[config.mk]
export PLATFORM = sky130hd
export DESIGN_NAME = wb_adder_sequencer
export DESIGN_NICKNAME = d
export VERILOG_FILES = /design/src/rtl/wb_adder_sequencer.sv
export SDC_FILE = /design/constraint.sdc
export NUM_CORES = 1
export LEC_CHECK = 0
export BUFFER_PORTS_ARGS = -buffer_cell sky130_fd_sc_hd__buf_2
export CORE_ASPECT_RATIO = 0.75
export CORE_MARGIN = 8
export CORE_UTILIZATION = 50
export CTS_BUF_LIST = sky130_fd_sc_hd__clkbuf_4 sky130_fd_sc_hd__clkbuf_8
export DETAILED_ROUTE_END_ITERATION = 12
export PLACE_DENSITY_LB_ADDON = 0.08
export SETUP_SLACK_MARGIN = 0.2
export SLEW_MARGIN = 10
export SYNTH_ARGS = -nofsm -noshare
export SYNTH_HDL_FRONTEND = slang
export SYNTH_SLANG_ARGS = --single-unit
[constraint.sdc]
create_clock -name clk -period 3.5 [get_ports clk]
set_clock_uncertainty 0.15 [all_clocks]
set_input_delay 0.35 -clock clk [delete_from_list [all_inputs] [get_ports clk]]
set_output_delay 0.35 -clock clk [all_outputs]
set_load 0.01 [all_outputs]
[src/rtl/wb_adder_sequencer.sv]
// Wishbone master that sequences operand jobs through a memory-mapped 8-bit adder:
// write {b,a}, read back the sum, return it on a valid/ready port, with an ack timeout.
module wb_adder_sequencer #(
   parameter logic [31:0] INPUT_ADDRESS  = 32'h3000_0000,
   parameter logic [31:0] OUTPUT_ADDRESS = 32'h3000_0004,
   parameter int unsigned TIMEOUT        = 16
) (
   input  logic        clk,
   input  logic        reset,
   input  logic        s_valid,
   output logic        s_ready,
   input  logic [7:0]  s_a,
   input  logic [7:0]  s_b,
   output logic        m_valid,
   input  logic        m_ready,
   output logic [7:0]  m_sum,
   output logic        m_err,
   output logic        o_wb_cyc,
   output logic        o_wb_stb,
   output logic        o_wb_we,
   output logic [31:0] o_wb_addr,
   output logic [31:0] o_wb_data,
   input  logic        i_wb_ack,
   input  logic        i_wb_stall,
   input  logic [31:0] i_wb_data,
   output logic [15:0] o_done_count
);

   typedef enum logic [2:0] {
      IDLE,
      WR_REQ,
      WR_WAIT,
      RD_REQ,
      RD_WAIT,
      RESP
   } state_t;

   localparam logic [7:0] TIMEOUT_LAST = 8'(TIMEOUT - 1);

   state_t     state;
   state_t     next_state;
   logic [7:0] wait_cnt;
   logic       accept;
   logic       finish_ok;
   logic       finish_err;
   logic       timed_out;

   assign timed_out = (wait_cnt == TIMEOUT_LAST);

   // NOTE: every signal written here gets a default first so no path leaves it unassigned (no latch).
   always_comb begin
      next_state = state;
      accept     = 1'b0;
      finish_ok  = 1'b0;
      finish_err = 1'b0;
      unique case (state)
         IDLE: begin
            if (s_valid) begin
               accept     = 1'b1;
               next_state = WR_REQ;
            end
         end
         WR_REQ: begin
            if (!i_wb_stall) begin
               next_state = WR_WAIT;
            end else if (timed_out) begin
               finish_err = 1'b1;
               next_state = RESP;
            end
         end
         WR_WAIT: begin
            if (i_wb_ack) begin
               next_state = RD_REQ;
            end else if (timed_out) begin
               finish_err = 1'b1;
               next_state = RESP;
            end
         end
         RD_REQ: begin
            if (!i_wb_stall) begin
               next_state = RD_WAIT;
            end else if (timed_out) begin
               finish_err = 1'b1;
               next_state = RESP;
            end
         end
         RD_WAIT: begin
            // A late ack on the timeout edge still wins: the job completes normally.
            if (i_wb_ack) begin
               finish_ok  = 1'b1;
               next_state = RESP;
            end else if (timed_out) begin
               finish_err = 1'b1;
               next_state = RESP;
            end
         end
         RESP: begin
            if (m_ready) begin
               next_state = IDLE;
            end
         end
         default: next_state = IDLE;
      endcase
   end

   // NOTE: sequential state uses non-blocking assignments; reset is asynchronous and active-low.
   always_ff @(posedge clk or negedge reset) begin
      if (!reset) begin
         state        <= IDLE;
         wait_cnt     <= 8'd0;
         m_sum        <= 8'd0;
         m_err        <= 1'b0;
         o_wb_data    <= 32'd0;
         o_done_count <= 16'd0;
      end else begin
         state <= next_state;
         if (next_state != state) begin
            wait_cnt <= 8'd0;
         end else if (o_wb_cyc) begin
            wait_cnt <= wait_cnt + 8'd1;
         end
         if (accept) begin
            o_wb_data <= {16'b0, s_b, s_a};
         end
         if (finish_ok) begin
            m_sum        <= i_wb_data[7:0];
            m_err        <= 1'b0;
            o_done_count <= o_done_count + 16'd1;
         end else if (finish_err) begin
            m_sum <= 8'd0;
            m_err <= 1'b1;
         end
      end
   end

   assign s_ready  = (state == IDLE);
   assign m_valid  = (state == RESP);
   assign o_wb_cyc = (state == WR_REQ) || (state == WR_WAIT) ||
                     (state == RD_REQ) || (state == RD_WAIT);
   assign o_wb_stb = (state == WR_REQ) || (state == RD_REQ);
   assign o_wb_we  = (state == WR_REQ);

   always_comb begin
      unique case (state)
         WR_REQ, WR_WAIT: o_wb_addr = INPUT_ADDRESS;
         RD_REQ, RD_WAIT: o_wb_addr = OUTPUT_ADDRESS;
         default:         o_wb_addr = 32'd0;
      endcase
   end

endmodule
# Word-level counts from Yosys, hierarchy flattened
# Cells that the tools add are included.
[op_classes]
n_addsub = 2
multipliers = 0
div = 0
order_cmp = 0
eq_ne = 7
shifts = 0
mux = 23
n_bitwise = 0
n_reduce_logical = 11
[ops]
columns = ["operator", "n"]
rows = [
  ["$pmux 30 s2", 1],
  ["$mux 8", 4],
  ["$mux 3", 7],
  ["$pmux 3 s6", 1],
  ["$add 16x1->16 const B", 1],
  ["$mux 1", 9],
  ["$add 8x1->8 const B", 1],
  ["$eq 8x4->1 const B", 1],
  ["$reduce_or 2->1", 4],
  ["$eq 3x2->1 const B", 2],
  ["$eq 3x3->1 const B", 2],
  ["$logic_or 1x1->1", 4],
  ["$reduce_bool 2->1", 2],
  ["$eq 3x1->1 const B", 1],
  ["$logic_not 3->1", 1],
  ["$ne 3x3->1", 1],
  ["$pmux 1 s2", 1],
]
[word_totals]
register_bits = 52
latchBits = 0
ramBits = 0
romBits = 0
in_bits = 54
output_inout_bits = 94
elab_cells = 49
mem_count = 0

# Longest topological paths before layout
# Gate-level depths: netlist of the first run.
[logic_depth]
depth_word = 6
ltp_mapped = 7
ltp_nobuf = 5

# Least setup slack after synthesis of the first run
# Ideal clock, no wire load.
[synth_path]
path_type = "reg2out"
startpoint = "reg state[1]"
endpoint = "out o_wb_addr[29]"
arrival_time_ps = 1468
t_required_ps = 3000
slack_ps = 1532
path_stages_with_launch = 7
n_path_buf = 4
path_cell_list = "dfrtp_1 buf_4 or3_1 buf_4 and2_1 clkbuf_1 buf_4"
[synth_between]
elab_chain_cells = 3
elab_cells_between_ends = 7
classes_between = "eq/ne (4); mux (1); reduce/logical (2)"
[synth_rtl]
columns = ["element", "line_no", "source"]
rows = [
  ["start, declared", "40", "state_t state;"],
  ["start signal, assigned", "116", "state <= next_state;"],
  ["$eq 3x2->1 (tied with other cells)", "144", "unique case (state)"],
  ["$reduce_or 2->1", "144", ""],
  ["$pmux 30 s2 (*)", "144", ""],
  ["end, declared", "21", "output logic [31:0] o_wb_addr,"],
]
# Mark *: on every way between the ends. The rest lies on a longest branch, timed or not.

# Worst setup path in the final report of the first run
# Same ends and word-level chain as after synthesis.

==> impl_results.md, run 1 <==
* Status: complete, no violations
* EDFF count, synth at 0
* Synth Cell Area at 0.00282 mm²
* CP Max Fanout at 16
* H-Tree Depth at 2
* Post-CTS Setup Repair Bufs at 0
* IO Count at 148
* Worst setup margin at 1.13 ns
* Max-cap violation count at 0
* Initial DRC count at 109
* Core area at approximately 0.0054 mm²
* Routed wl met2 at 2.84 mm
* Share of cells above drive strength 1 at 0.334
* Vias in the first global route at 1,971
* Final setup fails at 0
* Yosys top cell by area: dfrtp_1
* CTS root buf: clkbuf_8
* Static Leak at 1.62 nW
* Max transition margin at 0.371
* Type of the worst setup path: reg2out
* Skew-Pair Late Insertion Delay at about 0.30 ns
* P_sw at 0.786 mW
* Worst-path clk slew at 0.09 ns
* Via count at 1,964
* CTS Hold Bufs at 0
* Final Max Tran Viols at 0
* First-pass GRT wire length at between 9 and 10 mm
* Die Ht at 81.0 µm
* Routed wl met3 at 436 µm
* Worst-Margin Slew at roughly 0.94 ns
* Clk pwr share at 0.157
* Hold Crit Class: in2async
* Peak supply drop at 333 µV
* Seq/Total Area, Yosys at 0.462
* CTS resizes at 0
* Antenna viol nets, final at 0
* DIE WIDTH at roughly 100 µm
* Comb pwr share at 0.403
* CTS tree: built
* CP Launch Point: state[1]
* Final Instance Area at approximately 0.0032 mm²
* GRT Overall Usage at 0.140
* HPWL after DPL at between 4 and 5 mm
* WP data required at 3.00 ns
* Post-Syn Instances at 262
* Initial antenna violation count at 0
* RSZ-0062 raised after global routing: no
* Critical Path Sink Type: output port
* CTS sink cnt at 52
* Synth cell types at 42
* Post-synth top area share at 0.462
* Area grow syn2layout at 11.9%
* DRC at 0
* Total wire length at 6.01 mm
* Port bufs at 78
* Number of buffers created by CTS at 5
* Overflow after GRT at 0
* Syn. warnings at 0
* # diodes at 0
* Pint at 1.30 mW
* Final hold vios at 0
* Switching part of the total at 0.378
* Yosys reg bits at 52
* Final std cells w/o fill at 410
* Via density at 4.79
* Min Tclk post-route at 2.37 ns
* Top post-synthesis cells by count: dfrtp_1, buf_4, mux2_2, nand2_1, xnor2_1
* Uppermost layer routed: met4
* Async set-reset flop share out of synthesis at 1.00
* Pre-CTS setup slack at 1.29 ns
* Wire length on met1 at 2.69 mm
* Clock Tree Buf Depth at 2
* DP Cell Count at approximately 400
* Reg2Reg Launch Point: state[2]
* Site Rows at 23
* Filler cells at 479
* Synth area leaders: dfrtp_1, buf_4, mux2_2
* Utilization after layout at 0.586
* Max Fclk at 422 MHz
* Final net count at between 300 and 400
* Seq pwr share at 0.440
* Final period util at 0.678
* Crit path DAT at approximately 1.9 ns
* Most frequent cell after synthesis: dfrtp_1
* Drt wl/cell at between 10 and 15 µm
* Worst Hold Slack at 0.0338 ns
* Die area at 0.00832 mm²
* Setup TNS Final at 0 ns
* First-pass DRT Iterations at 4
* Startpoint types: flop
* Power density over the cells at 660 mW/mm²
* Largest net degree at the start of global routing at between 40 and 50
* Final Power at 2.08 mW
* Initial core utilization at 0.524
* Mean Syn Cell Area at 10.8 µm²
* Gpl congestion at 0.791
* Post-DP Area at 0.00307 mm²
* Primary FF master, synth: dfrtp_1
-- registers in the layout, indices dropped and copies added (netlist names) --
name and flops:
o_wb_data 16, m_sum 8, o_done_count 16, m_err 1
state 3, wait_cnt 8
-- logic make-up after synthesis --
kind of cell	Yosys count	share of synthesized area
multiplexers	18	0.0715
AND/OR/NAND/NOR	70	0.140
buffers and inverters	65	0.155
AO/OA/AOI/OAI	34	0.0994
flip-flops	52	0.462
XOR/XNOR	20	0.0621
other	1	0.00133
adder cells (fa/ha/maj)	2	0.00888
-- worst max-delay path, cell delays in order, from the launching register on --
cell     delay (ns)
dfrtp_1        0.59
or3_1          0.58
and2_1         0.24
buf_2          0.16
-- metal layers --
metal,global-route usage,vias up
met2,0.235,75
met5,0,-
met1,0.170,932
met4,0.0307,0
met3,0.0478,5
li1,-,952
-- final cells by class --
| class | instances | area, µm² | share of cell area |
|---|---|---|---|
| clock buffers | 5 | 68.8 | 0.0218 |
| clock inverters | 2 | 12.5 | 0.00397 |
| inverters | 7 | 26.3 | 0.00833 |
| multi-input cells | 189 | 1250 | 0.395 |
| flip-flops and latches | 52 | 1300 | 0.413 |
| well taps | 75 | 93.8 | 0.0298 |
| repair buffers | 80 | 405 | 0.129 |
-- placed cells by master, fill, tap and decap left out, types with 3 or more instances in the layout --
master	n
nand4_1	5
and3_1	5
a22o_1	9
nor2b_1	4
o31ai_1	3
nand3_1	6
buf_2	78
xor2_1	9
dfrtp_1	52
mux2_2	17
clkbuf_8	5
a21oi_1	3
nor2_1	7
nand2b_1	3
and2_1	3
or3_1	3
o21ai_0	5
conb_1	45
xnor2_1	11
nor3_1	7
inv_1	7
nand2_1	17
-- final timing paths --
kind,endpoint,slack [ns],depth (start not counted)
max reg2reg,o_done_count[13],1.26,4
min in group clk,m_sum[7],0.11,2
min,m_sum[4],0.03,1
max,o_wb_addr[29],1.13,3
min reg2reg,o_done_count[15],0.32,1
max in group asynchronous,o_wb_data[4],2.47,2
-- power by group through the flow --
stage	Clock (mW)	Sequential (mW)	Combinational, mW
floorplan	0	0.924	0.616
global placement	0	0.919	0.841
detailed placement	0	0.926	0.854
CTS	0.336	0.918	0.855
global route	0.357	0.946	0.921
finish	0.327	0.917	0.840
Note: power is estimated with default switching activity, not from simulation.
==> run 2: changes to the inputs <==
ABC_AREA = 1   (was default)
CORE_UTILIZATION = 42   (was 50)
clock period = 2.04 ns   (was 3.5 ns; I/O delays follow)
==> run 2 against run 1 <==
Cell area up 16%. Critical endpoint is now state[1]. Largest cell class unchanged. Final cell count is 25% higher. Synthesized cell count increased by 16%. Highest routed layer unchanged. Power increased by 100%. Critical path type is now reg2reg. Hold slack better by 0.044 ns. Setup slack worse by 0.86 ns. Combinational power rose by 140%. Non-clock buffer count up 40. Area after synthesis grew 0.36%. Utilization decreased by 3.9 points. Clock power increased by 92%. Sequential cell count is the same.
==> impl_results.md, run 2 <==
* Status: complete, no violations
* First-pass GRT wire length at 11.1 mm
* HPWL after DPL at a little under 5 mm
* Post-Syn Instances at just over 300
* Final period util at 0.869
* Max transition margin at 0.654
* First-pass DRT Iterations at 4
* Hold Crit Class: in2reg
* Yosys top cell by area: dfrtp_1
* Vias in the first global route at ~2,400
* RSZ-0062 raised after global routing: yes
* Power density over the cells at 1160 mW/mm²
* Most frequent cell after synthesis: nand2_1
* Worst Hold Slack at 0.0780 ns
* Core area at 0.00667 mm²
* Reg2reg end: state[1]
* Drt wl/cell at 13.0 µm
* Max-cap violation count at 0
* Initial DRC count at 63
* Max Fclk at ~560 MHz
* Skew-Pair Late Insertion Delay at roughly 0.31 ns
* Static Leak at 1.93 nW
* Post-synth top area share at 0.460
* Largest net degree at the start of global routing at 26
* Antenna viol nets, final at 0
* CTS root buf: clkbuf_8
* Startpoint types: flop
* IO Count at 148
* R2R setup slack at 0.27 ns
* CP Max Fanout at 7
* Synth cell types at 30
* GRT Overall Usage at 0.139
* EDFF count, synth at 0
* Seq/Total Area, Yosys at 0.460
* Initial core utilization at 0.424
* # diodes at 0
* Port bufs at 78
* Gpl congestion at 0.834
* Final Power at 4.22 mW
* Synth area leaders: dfrtp_1, buf_4, nand2_1
* Mean Syn Cell Area at between 9 and 10 µm²
* CTS sink cnt at between 50 and 60
* Peak supply drop at 800 µV
* Filler cells at 613
* Share of cells above drive strength 1 at 0.356
* Syn. warnings at 0
* Type of the worst setup path: reg2reg
* Worst-Margin Slew at 0.518 ns
* R2r worst-path depth at 8
* Final Max Tran Viols at 0
* Commonest cells after routing, fill and taps aside: buf_2, nand2_1, dfrtp_1, conb_1, dlygate4sd3_1
* Final net count at 482
* H-Tree Depth at 2
* Final setup fails at 0
* Hold Path Depth at 5
* Hold worst-path end: state[0]
* Async set-reset flop share out of synthesis at 1.00
* Critical Path Sink Type: flop
* Site Rows at 26
* DIE WIDTH at 111 µm
* Commonest non-fill, non-tap cell in the layout: buf_2
* Crit path DAT at around 1.9 ns
* Die area at 0.00964 mm²
* Primary FF master, synth: dfrtp_1
* Number of buffers created by CTS at 5
* Min Tclk post-route at 1.77 ns
* Via density at between 4 and 5
* Via count at 2,278
* Synth Cell Area at about 0.0028 mm²
* DRC at 0
* Area grow syn2layout at 29.0%
* WP data required at ~2.1 ns
* Final hold vios at 0
* Yosys reg bits at 52
* Initial antenna violation count at 0
* CTS tree: built
* Top post-synthesis cells by count: nand2_1, dfrtp_1, buf_4
* Reg2Reg Launch Point: state[2]
* Total wire length at 6.64 mm
* Die Ht at 87.1 µm
* Clock Tree Buf Depth at 2
* Overflow after GRT at 0
* Setup TNS Final at 0 ns
* Hold path start: s_valid
* Largest registers: o_done_count (16), o_wb_data (16)
* Worst-path clk slew at 0.10 ns
## run 2: worst max-delay path, stage by stage, from the launching register on
cell and delay (ns):
dfrtp_2 0.47, nor2_2 0.19, nand2_2 0.09, buf_4 0.14
buf_4 0.12, buf_4 0.12, buf_4 0.12, buf_4 0.12
o221ai_1 0.18
## run 2: report_power, final
part           switching [mW]  internal (mW)  total (mW)
registers               0.241           1.36        1.60
logic                    1.10          0.894        2.00
clock network           0.376          0.251       0.627
## run 2: what timing repair did
| item | in CTS | in global routing |
|---|---|---|
| hold buffers | 25 | 0 |
| endpoints found under the hold margin | 42 | 0 |
| setup buffers | 8 | 4 |
| gates cloned | 0 | 0 |
| resized for setup | 5 | 10 |
| pin swaps | 1 | 1 |
| endpoints found under the setup margin | 3 | 18 |
## run 2: final cells by class
type                    instances  area [µm²]  area share
flip-flops and latches         52        1300       0.357
multi-input cells             227        1280       0.351
repair buffers                120         787       0.216
well taps                      84         105      0.0288
inverters                      20        80.1      0.0219
clock buffers                   5        68.8      0.0189
clock inverters                 3        25.0     0.00686
## run 2: logic make-up (layout without fill, tap and decap cells)
| kind of cell | Yosys count | in the layout | share of synthesized area |
|---|---|---|---|
| compound gates | 13 | 13 | 0.0283 |
| xor+xnor | 19 | 19 | 0.0588 |
| fa+ha+maj | 2 | 2 | 0.00884 |
| buf+inv | 69 | 148 | 0.156 |
| flops | 52 | 52 | 0.460 |
| mux | 17 | 17 | 0.0677 |
| other cells | 1 | 45 | 0.00133 |
| simple gates | 131 | 131 | 0.219 |
## run 2: routing by layer
metal | vias up | track usage | share of wire | routed length, µm
met2 | 89 | 0.215 | 0.44 | 2920
met4 | 0 | 0.0330 | 0.0054 | 36
li1 | 1123 | - | - | -
met1 | 1062 | 0.165 | 0.44 | 2940
met3 | 4 | 0.0758 | 0.11 | 746
met5 | - | 0 | 0 | 0
## run 2: per-stage QoR
stage | instances | area, µm² | setup slack [ns] | utilization
after floorplan | 348 | 2990 | 0.466 | -
after global placement | 466 | 3170 | 0.276 | 0.476
after detailed placement | 466 | 3170 | 0.265 | 0.476
after CTS | 507 | 3590 | 0.208 | 0.539
after global routing | 511 | 3650 | 0.147 | 0.547
final | 511 | 3650 | 0.267 | 0.547
## run 2: worst max path at each step
stage	cells after the start	slack (ns)	startpoint	end
CTS	6	0.21	state[1]	o_wb_stb
detailed placement	9	0.26	state[0]	o_done_count[14]
finish	8	0.27	state[2]	state[1]
floorplan	6	0.47	state[0]	o_wb_data[10]
global placement	9	0.28	state[0]	o_done_count[14]
global route	10	0.15	state[1]	o_done_count[14]
==> run 3: changes to the inputs <==
ABC_AREA = 0   (was 1)
==> run 3 against run 2 <==
Power up 2.9%. Final cell count down 6.8%. Clock-buffer cell count up 2. Die area down 0.29%. Maximum frequency down 4.9%.
==> impl_results.md, run 3 (synthesis gave the netlist of run 1 again) <==
* Status: complete, no violations
* Hold Crit Class: in2reg
* Commonest cells after routing, fill and taps aside: buf_2, dfrtp_1, conb_1, dlygate4sd3_1, buf_4
* Post-DP Area at 0.00317 mm²
* # diodes at 0
* Area grow syn2layout at 38.4%
* Die area at slightly below 0.01 mm²
* Final net count at approximately 450
* Worst-Margin Slew at 0.528 ns
* DRC at 0
* GR peak layer: met2
* Largest registers: o_done_count (16), o_wb_data (16)
* Core area at between 0.006 and 0.007 mm²
* Total wire length at 6.56 mm
* Max Fclk at 537 MHz
* Power density over the cells at ~1100 mW/mm²
* H-Tree Depth at 2
* Met3 Usage GRT at 0.0455
* Initial antenna violation count at 0
* Static Leak at 1.95 nW
* CP Max Fanout at 4
* Final Max Tran Viols at 0
* Peak supply drop at between 600 and 700 µV
* First-pass GRT wire length at 10.8 mm
* Share of cells above drive strength 1 at 0.436
* Type of the worst setup path: reg2out
* Final period util at 0.914
* Die Ht at between 80 and 90 µm
* Min Tclk post-route at around 1.9 ns
* Site Rows at 26
* Drt wl/cell at 13.8 µm
* Overflow after GRT at 0
* CTS sink cnt at 52
* Skew-Pair Late Insertion Delay at 0.30 ns
* DP Cell Count at 422
* Port bufs at 78
* Max-cap violation count at 0
* Met2 GRT Util at 0.224
* Initial DRC count at 80
* CTS tree: built
* Number of buffers created by CTS at 5
* Final Instance Area at 0.00390 mm²
* First-pass DRT Iterations at 4
* Setup TNS Final at 0 ns
* Startpoint types: flop
* WP data required at 1.69 ns
* Max transition margin at 0.648
* Final Power at 4.35 mW
* HPWL after DPL at 4.63 mm
* Vias in the first global route at around 2,300
* DIE WIDTH at 111 µm
* Via count at 2,187
* Initial core utilization at 0.423
* Worst-path clk slew at about 0.09 ns
* Crit path DAT at roughly 1.5 ns
* Commonest non-fill, non-tap cell in the layout: buf_2
* Critical Path Sink Type: output port
* GRT Overall Usage at 0.131
* Final setup fails at 0
* Clock Tree Buf Depth at 2
* RSZ-0062 raised after global routing: yes
* Final std cells w/o fill at 476
* IO Count at approximately 150
* Largest net degree at the start of global routing at 32
* Via density at between 4 and 5
* Final hold vios at 0
* Met1 usage at 0.157
* Antenna viol nets, final at 0
* Gpl congestion at between 0.7 and 0.8
* CTS root buf: clkbuf_8
-- run 3: cell types whose count changed in the layout (fill, tap and decap cells not counted), sizes merged, moves of 4 or more --
cell / before / now
a22o: 0 / 9
xnor2: 5 / 11
xor2: 14 / 9
nand2: 70 / 17
nor2: 34 / 7
inv: 22 / 7
nand3: 15 / 7
buf: 95 / 110
nor2b: 0 / 4
and3: 1 / 5
o31ai: 0 / 4
-- run 3: worst paths after layout --
| kind | slack (ns) | endpoint | from | cells after the start |
|---|---|---|---|---|
| worst max-delay path | 0.18 | o_wb_addr[29] | state[1] | 4 |
| worst min-delay path | 0.03 | state[0] | m_ready | 2 |
| worst max register to register | 0.27 | o_done_count[10] | state[1] | 6 |
| worst min register to register | 0.32 | o_done_count[15] | o_done_count[15] | 1 |
| max in group asynchronous | 0.93 | state[2] | reset | 3 |
| min in group asynchronous | 0.25 | o_wb_data[1] | reset | 2 |
-- run 3: through the flow --
stage | util | hold slack, ns | worst slack, ns
finish | 0.585 | 0.0257 | 0.176
global route | 0.585 | 0.0334 | 0.138
CTS | 0.553 | 0.00279 | 0.159
detailed placement | 0.476 | 0.0644 | 0.0554
global placement | 0.476 | 0.0553 | 0.0314
floorplan | - | -0.242 | 0.202
-- run 3: cell type report --
type | instances | area, µm²
Timing Repair Buffer | 136 | 987
Tap cell | 84 | 105
Sequential cell | 52 | 1310
Clock inverter | 1 | 7.51
Fill cell | 572 | 2770
Clock buffer | 7 | 90.1
Multi-Input combinational cell | 189 | 1380
Inverter | 7 | 26.3
-- run 3: worst max-delay path, cell delays in order (launching register included) --
cell,delay (ns)
dfrtp_2,0.42
or3_4,0.39
buf_6,0.13
and2_4,0.14
buf_6,0.12
-- run 3: timing repair --
item,CTS,global route
setup endpoints to repair,29,28
hold buffers,25,0
endpoints found under the hold margin,45,0
gates cloned,0,1
gates resized for setup,20,26
pin swaps,6,7
buffers inserted,11,9
-- run 3: metal layers --
metal | vias to the layer above | share of wire | routed length [µm]
li1 | 1062 | - | -
met1 | 1063 | 0.43 | 2830
met2 | 57 | 0.51 | 3330
met3 | 5 | 0.056 | 365
met4 | 0 | 0.0047 | 31
met5 | - | 0 | 0
-- run 3: power breakdown --
part | internal [mW] | total, mW | switching [mW]
clock | 0.289 | 0.614 | 0.325
combinational | 1.21 | 2.26 | 1.05
sequential | 1.32 | 1.47 | 0.157
